### src/rtl/serial_shifter_if.sv
// Request/response bundle for serial_shifter: operand, shift amount and op in,
// shifted result out, with independent valid/ready handshakes on each side.
interface serial_shifter_if #(
  parameter int WIDTH       = 32,
  parameter int SHIFT_WIDTH = $clog2(WIDTH)
);
  logic                   in_valid;
  logic                   in_ready;
  logic [WIDTH-1:0]       data;
  logic [SHIFT_WIDTH-1:0] shift;
  logic [2:0]             op;
  logic                   out_valid;
  logic                   out_ready;
  logic [WIDTH-1:0]       result;
  logic                   err;

  modport master (
    output in_valid, data, shift, op, out_ready,
    input  in_ready, out_valid, result, err
  );

  modport slave (
    input  in_valid, data, shift, op, out_ready,
    output in_ready, out_valid, result, err
  );
endinterface

### src/rtl/serial_shifter.sv
// Multi-cycle shifter/rotator: moves the operand by at most STEP bit positions
// per cycle until the requested amount is consumed, then holds the result.
module serial_shifter #(
  parameter int WIDTH       = 32,
  parameter int SHIFT_WIDTH = $clog2(WIDTH),
  parameter int STEP        = 4
) (
  input logic            clk,
  input logic            rst,
  serial_shifter_if.slave bus
);

  typedef enum logic [1:0] {S_IDLE, S_SHIFT, S_DONE} state_e;
  typedef enum logic [2:0] {
    OP_LSL = 3'b000, OP_ASL = 3'b001, OP_LSR = 3'b010,
    OP_ASR = 3'b011, OP_ROL = 3'b100, OP_ROR = 3'b101
  } op_e;

  localparam logic [SHIFT_WIDTH:0] STEP_W  = (SHIFT_WIDTH+1)'(STEP);
  localparam logic [SHIFT_WIDTH:0] WIDTH_W = (SHIFT_WIDTH+1)'(WIDTH);

  state_e                 state_q, state_d;
  logic [WIDTH-1:0]       work_q, work_d;
  logic [SHIFT_WIDTH-1:0] rem_q, rem_d;
  logic [2:0]             op_q, op_d;
  logic                   sign_q, sign_d;
  logic [WIDTH-1:0]       result_q, result_d;
  logic                   err_q, err_d;

  logic [SHIFT_WIDTH-1:0] amt;
  logic [SHIFT_WIDTH:0]   back;
  logic [WIDTH-1:0]       step_val;
  logic                   op_invalid;

  assign op_invalid = bus.op[2] & bus.op[1];

  // One step of the captured operation on the working register.
  always_comb begin
    amt  = ({1'b0, rem_q} > STEP_W) ? STEP_W[SHIFT_WIDTH-1:0] : rem_q;
    back = WIDTH_W - {1'b0, amt};
    case (op_q)
      OP_LSL, OP_ASL: step_val = work_q << amt;
      OP_LSR:         step_val = work_q >> amt;
      OP_ASR:         step_val = (work_q >> amt) | (sign_q ? ~({WIDTH{1'b1}} >> amt) : '0);
      OP_ROL:         step_val = (work_q << amt) | (work_q >> back);
      OP_ROR:         step_val = (work_q >> amt) | (work_q << back);
      default:        step_val = work_q;
    endcase
  end

  // NOTE: every next-state signal takes its hold value first, so no path through
  // the case statement can leave one unassigned and infer a latch.
  always_comb begin
    state_d  = state_q;
    work_d   = work_q;
    rem_d    = rem_q;
    op_d     = op_q;
    sign_d   = sign_q;
    result_d = result_q;
    err_d    = err_q;
    case (state_q)
      S_IDLE: begin
        if (bus.in_valid) begin
          work_d = bus.data;
          rem_d  = bus.shift;
          op_d   = bus.op;
          sign_d = bus.data[WIDTH-1];
          if (op_invalid || bus.shift == '0) begin
            // Nothing to shift: the operand itself is the result.
            result_d = bus.data;
            err_d    = op_invalid;
            state_d  = S_DONE;
          end else begin
            state_d = S_SHIFT;
          end
        end
      end
      S_SHIFT: begin
        work_d = step_val;
        rem_d  = rem_q - amt;
        if (rem_d == '0) begin
          result_d = step_val;
          state_d  = S_DONE;
        end
      end
      S_DONE: begin
        if (bus.out_ready) begin
          err_d   = 1'b0;
          state_d = S_IDLE;
        end
      end
      default: state_d = S_IDLE;
    endcase
  end

  // NOTE: state is updated with non-blocking assignments so every flop samples
  // the pre-edge values; reset is synchronous and clears all registers.
  always_ff @(posedge clk) begin
    if (rst) begin
      state_q  <= S_IDLE;
      work_q   <= '0;
      rem_q    <= '0;
      op_q     <= '0;
      sign_q   <= 1'b0;
      result_q <= '0;
      err_q    <= 1'b0;
    end else begin
      state_q  <= state_d;
      work_q   <= work_d;
      rem_q    <= rem_d;
      op_q     <= op_d;
      sign_q   <= sign_d;
      result_q <= result_d;
      err_q    <= err_d;
    end
  end

  assign bus.in_ready  = (state_q == S_IDLE) && !rst;
  assign bus.out_valid = (state_q == S_DONE);
  assign bus.result    = result_q;
  assign bus.err       = err_q;

endmodule

### src/flat_wrapper.sv
// flat-port wrapper written by rule: the top's interface ports become plain ports
module serial_shifter_flat 
#(
  parameter int WIDTH       = 32,
  parameter int SHIFT_WIDTH = $clog2(WIDTH),
  parameter int STEP        = 4
)
  (clk, rst, bus_in_valid, bus_data, bus_shift, bus_op, bus_out_ready, bus_in_ready, bus_out_valid, bus_result, bus_err);
  serial_shifter_if #(.WIDTH(WIDTH), .SHIFT_WIDTH(SHIFT_WIDTH)) bus_i ();
  input logic clk;
  input logic rst;
  input wire logic [$bits(bus_i.in_valid)-1:0] bus_in_valid;
  input wire logic [$bits(bus_i.data)-1:0] bus_data;
  input wire logic [$bits(bus_i.shift)-1:0] bus_shift;
  input wire logic [$bits(bus_i.op)-1:0] bus_op;
  input wire logic [$bits(bus_i.out_ready)-1:0] bus_out_ready;
  output wire logic [$bits(bus_i.in_ready)-1:0] bus_in_ready;
  output wire logic [$bits(bus_i.out_valid)-1:0] bus_out_valid;
  output wire logic [$bits(bus_i.result)-1:0] bus_result;
  output wire logic [$bits(bus_i.err)-1:0] bus_err;
  assign bus_i.in_valid = bus_in_valid;
  assign bus_i.data = bus_data;
  assign bus_i.shift = bus_shift;
  assign bus_i.op = bus_op;
  assign bus_i.out_ready = bus_out_ready;
  assign bus_in_ready = bus_i.in_ready;
  assign bus_out_valid = bus_i.out_valid;
  assign bus_result = bus_i.result;
  assign bus_err = bus_i.err;
  serial_shifter #(.WIDTH(WIDTH), .SHIFT_WIDTH(SHIFT_WIDTH), .STEP(STEP)) u_core (.clk(clk), .rst(rst), .bus(bus_i));
endmodule
### config.mk
export PLATFORM = sky130hd
export DESIGN_NAME = serial_shifter_flat
export DESIGN_NICKNAME = d
export VERILOG_FILES = /design/src/rtl/serial_shifter_if.sv /design/src/rtl/serial_shifter.sv /design/src/flat_wrapper.sv
export SDC_FILE = /design/constraint.sdc
export NUM_CORES = 1
export LEC_CHECK = 0
export ABC_AREA = 0
export ABC_CLOCK_PERIOD_IN_PS = 10800
export CAP_MARGIN = 20
export CORE_ASPECT_RATIO = 0.9
export CORE_MARGIN = 5
export CORE_UTILIZATION = 41
export CTS_CLUSTER_SIZE = 12
export DETAILED_ROUTE_END_ITERATION = 12
export PLACE_DENSITY_LB_ADDON = 0.05
export SETUP_SLACK_MARGIN = 0.3
export SLEW_MARGIN = 0
export SYNTH_ARGS = -nofsm -noshare
export SYNTH_HDL_FRONTEND = slang
export SYNTH_SLANG_ARGS = --single-unit
### constraint.sdc
create_clock -name clk -period 10.8 [get_ports clk]
set_input_delay 2.16 -clock clk [delete_from_list [all_inputs] [get_ports clk]]
set_output_delay 2.16 -clock clk [all_outputs]
set_load 0.02 [all_outputs]
==> results.tsv <==
metric	value	unit
Clock Skew	11.44	ps
Layout area overhead	14.16	%
# IOs	79	
DR WL/cell	32.11	um
crit path capture type	output pin	
final period utilization	52.45	%
setup TNS	0	ps
synth top area cells	dfxtp_1 (18%), mux4_2 (17%), mux2i_1 (7.5%)	
synth warn	0	
Seq cells post-synth	76	
FP Rows	49	
Syn Area/Cell	8.084	um^2
Synth async-reset ratio	0	%
ant diodes	0	
first-pass GRT wire length	61.16	mm
I/O Buffers	78	
sequential fraction of the synthesis area	18.20	%
post-CTS setup buffers	0	
Sink Count	76	
most frequent cells in the layout	nand2_1 (120), nor2_1 (87), clkdlybuf4s50_1 (77), dfxtp_1 (76)	
area share of the largest cell type after synthesis	18.20	%
Leak Pwr	0.003322	uW
Die Span Y	145.5	um
Post-Synthesis Cells	1034	
Num CTS Buffers	9	
Worst-Skew Late Latency	350	ps
post-synthesis net count	1083	
storage element area	1521	um^2
Synth Area in Simple Gates	19.07	%
P per Cell Area	187.9	nW/um^2
main combinational cell family by area after synthesis	compound AO/OA/AOI/OAI gates	
initial antenna violation count	0	
CP peak stage delay	600	ps
global placer's final weighted congestion	1.010	
Min-Delay Path Class	reg2reg	
crit path kind	in2out	
Root Buffer	clkbuf_16	
CP Launch Type	input port	
# fillers	1985	
total core area	20050	um^2
Max Cap Violations	0	
Via density	7.399	
layout cell share with drive strength beyond 1	14.87	%
worst-path fanout max	69	
CP max stage cell	buf_4	
R2R depth	12	
post-CTS resize count	0	
die width	160.5	um
drt pass-1 iters	6	
Worst Hold Depth	2	
CP Cell Sequence	buf_2, buf_4, nor3_1, clkdlybuf4s50_1	
First DRT Iteration DRCs	1513	
compound-gate portion of the synthesized area	28.32	%
Max Freq	176.5	MHz
vias in the first global route	8760	
Tmin final	5665	ps
Unique masters post-synth	80	
Nets	1074	
commonest non-fill, non-tap cell in the layout	nand2_1	
H-Tree Level Count	3	
clock slew at reported path FFs	60	ps
post-synthesis xor/xnor area fraction	0	%
die area	23350	um^2
CTS tree	done	
DRC Markers	0	
top_reg_cell synth	dfxtp_1	
unrepaired setup endpoints after global routing	false	
proportion of synthesized area in mux cells	26.21	%
outcome	finished clean	
Final Hold Fails	0	
DR vias	9500	
Synth Area in Adders	0.7484	%
Slew @ Worst Pin	1192	ps
starting density of the core	41.70	%
maximum buffer depth of the clock tree	2	
setup violators final	0	
Synth Cell Area	8359	um^2
Req. time, crit path	8640	ps
Post-synth EDFFs	0	
Slew Limit Fails	0	
leading area contributor after synthesis	dfxtp_1	
overall routed net length	41.22	mm
Max transition margin	19.41	%
CP arrival	3500	ps
hold slack	461.1	ps
Tot GR Track Use	34.17	%
Antenna Nets Post-Route	0	
Worst VDD drop	0.07809	mV
CTS Hold Bufs	0	
Post-DP HPWL	28.22	mm
Remaining Overflow, GRT	0	
largest net degree at the start of global routing	70	
Multi-input gate area	6255	um^2
-- synthesized netlist by cell type (11+ instances only) --
library cell,number
o22ai_1,27
nand2_1,120
a221oi_1,11
nor3_1,25
mux4_2,63
nand3_1,33
o211ai_1,13
a21oi_1,65
buf_1,13
a31oi_1,11
dfxtp_1,76
a211oi_1,40
clkbuf_1,102
o21ai_0,33
nor2_1,89
mux2i_1,63
a22oi_1,12
a311oi_1,15
-- state kept, by name, summed over array words and instances (netlist names) --
| register | cells |
|---|---|
| u_core.bus.err | 1 |
| u_core.state_q | 2 |
| u_core.op_q | 3 |
| u_core.sign_q | 1 |
| u_core.work_q | 32 |
| u_core.rem_q | 5 |
| u_core.bus.result | 32 |
-- final timing paths --
path / endpoint / slack, ps / startpoint
setup / recovery: bus_in_ready / 5140 / rst
hold / removal: u_core.bus.result[14]$_SDFFE_PP0P_ / 460 / u_core.bus.result[14]$_SDFFE_PP0P_
setup reg to reg: u_core.work_q[30]$_SDFFE_PP0P_ / 5910 / u_core.rem_q[1]$_SDFFE_PP0P_
hold reg to reg: u_core.bus.result[14]$_SDFFE_PP0P_ / 460 / u_core.bus.result[14]$_SDFFE_PP0P_
-- critical path, delay by kind of cell --
kind | cells | cell delay, ps
simple gates | 1 | 90
buf+inv | 3 | 1240
-- per-layer routing --
| metal | track usage [%] | share of wire (%) |
|---|---|---|
| met4 | 12.95 | 4.9 |
| met1 | 50.41 | 42 |
| met3 | 11.75 | 14 |
| met2 | 45.32 | 40 |
| met5 | 0 | 0 |
-- final cells by class --
type | instances | share of cell area (%)
Timing Repair Buffer | 111 | 10.73
Multi-Input combinational cell | 812 | 65.54
Tap cell | 255 | 3.343
Clock buffer | 9 | 2.360
Sequential cell | 76 | 15.94
Inverter | 15 | 0.6425
Clock inverter | 6 | 1.442
-- report_power, final --
group          total [uW]  leakage [uW]  switching [uW]  internal (uW)
registers             418      0.000625            99.9            318
clock network         381      0.000176             132            249
logic                 995       0.00252             620            374
total                1790       0.00332             852            941
-- cell families (layout without fill, tap and decap cells) --
logic type,count (synthesis),in the layout
and+or+nand+nor,340,340
AOI/OAI and AO/OA,329,329
buffers and inverters,146,141
muxes,137,137
DFF,76,76
adders and majority gates,5,5
other,1,1
-- through the flow --
stage	cell area (um^2)	power (uW)	setup WS (ps)	std cells	utilization, %
global placement	9180	1374	5129	1269	45.79
floorplan	8359	1027	5449	1034	-
global route	9543	1852	5010	1284	47.60
finish	9543	1793	5135	1284	47.60
CTS	9543	1750	5132	1284	47.60
detailed placement	9180	1366	5127	1269	45.79
Note: power is estimated with default switching activity, not from simulation.
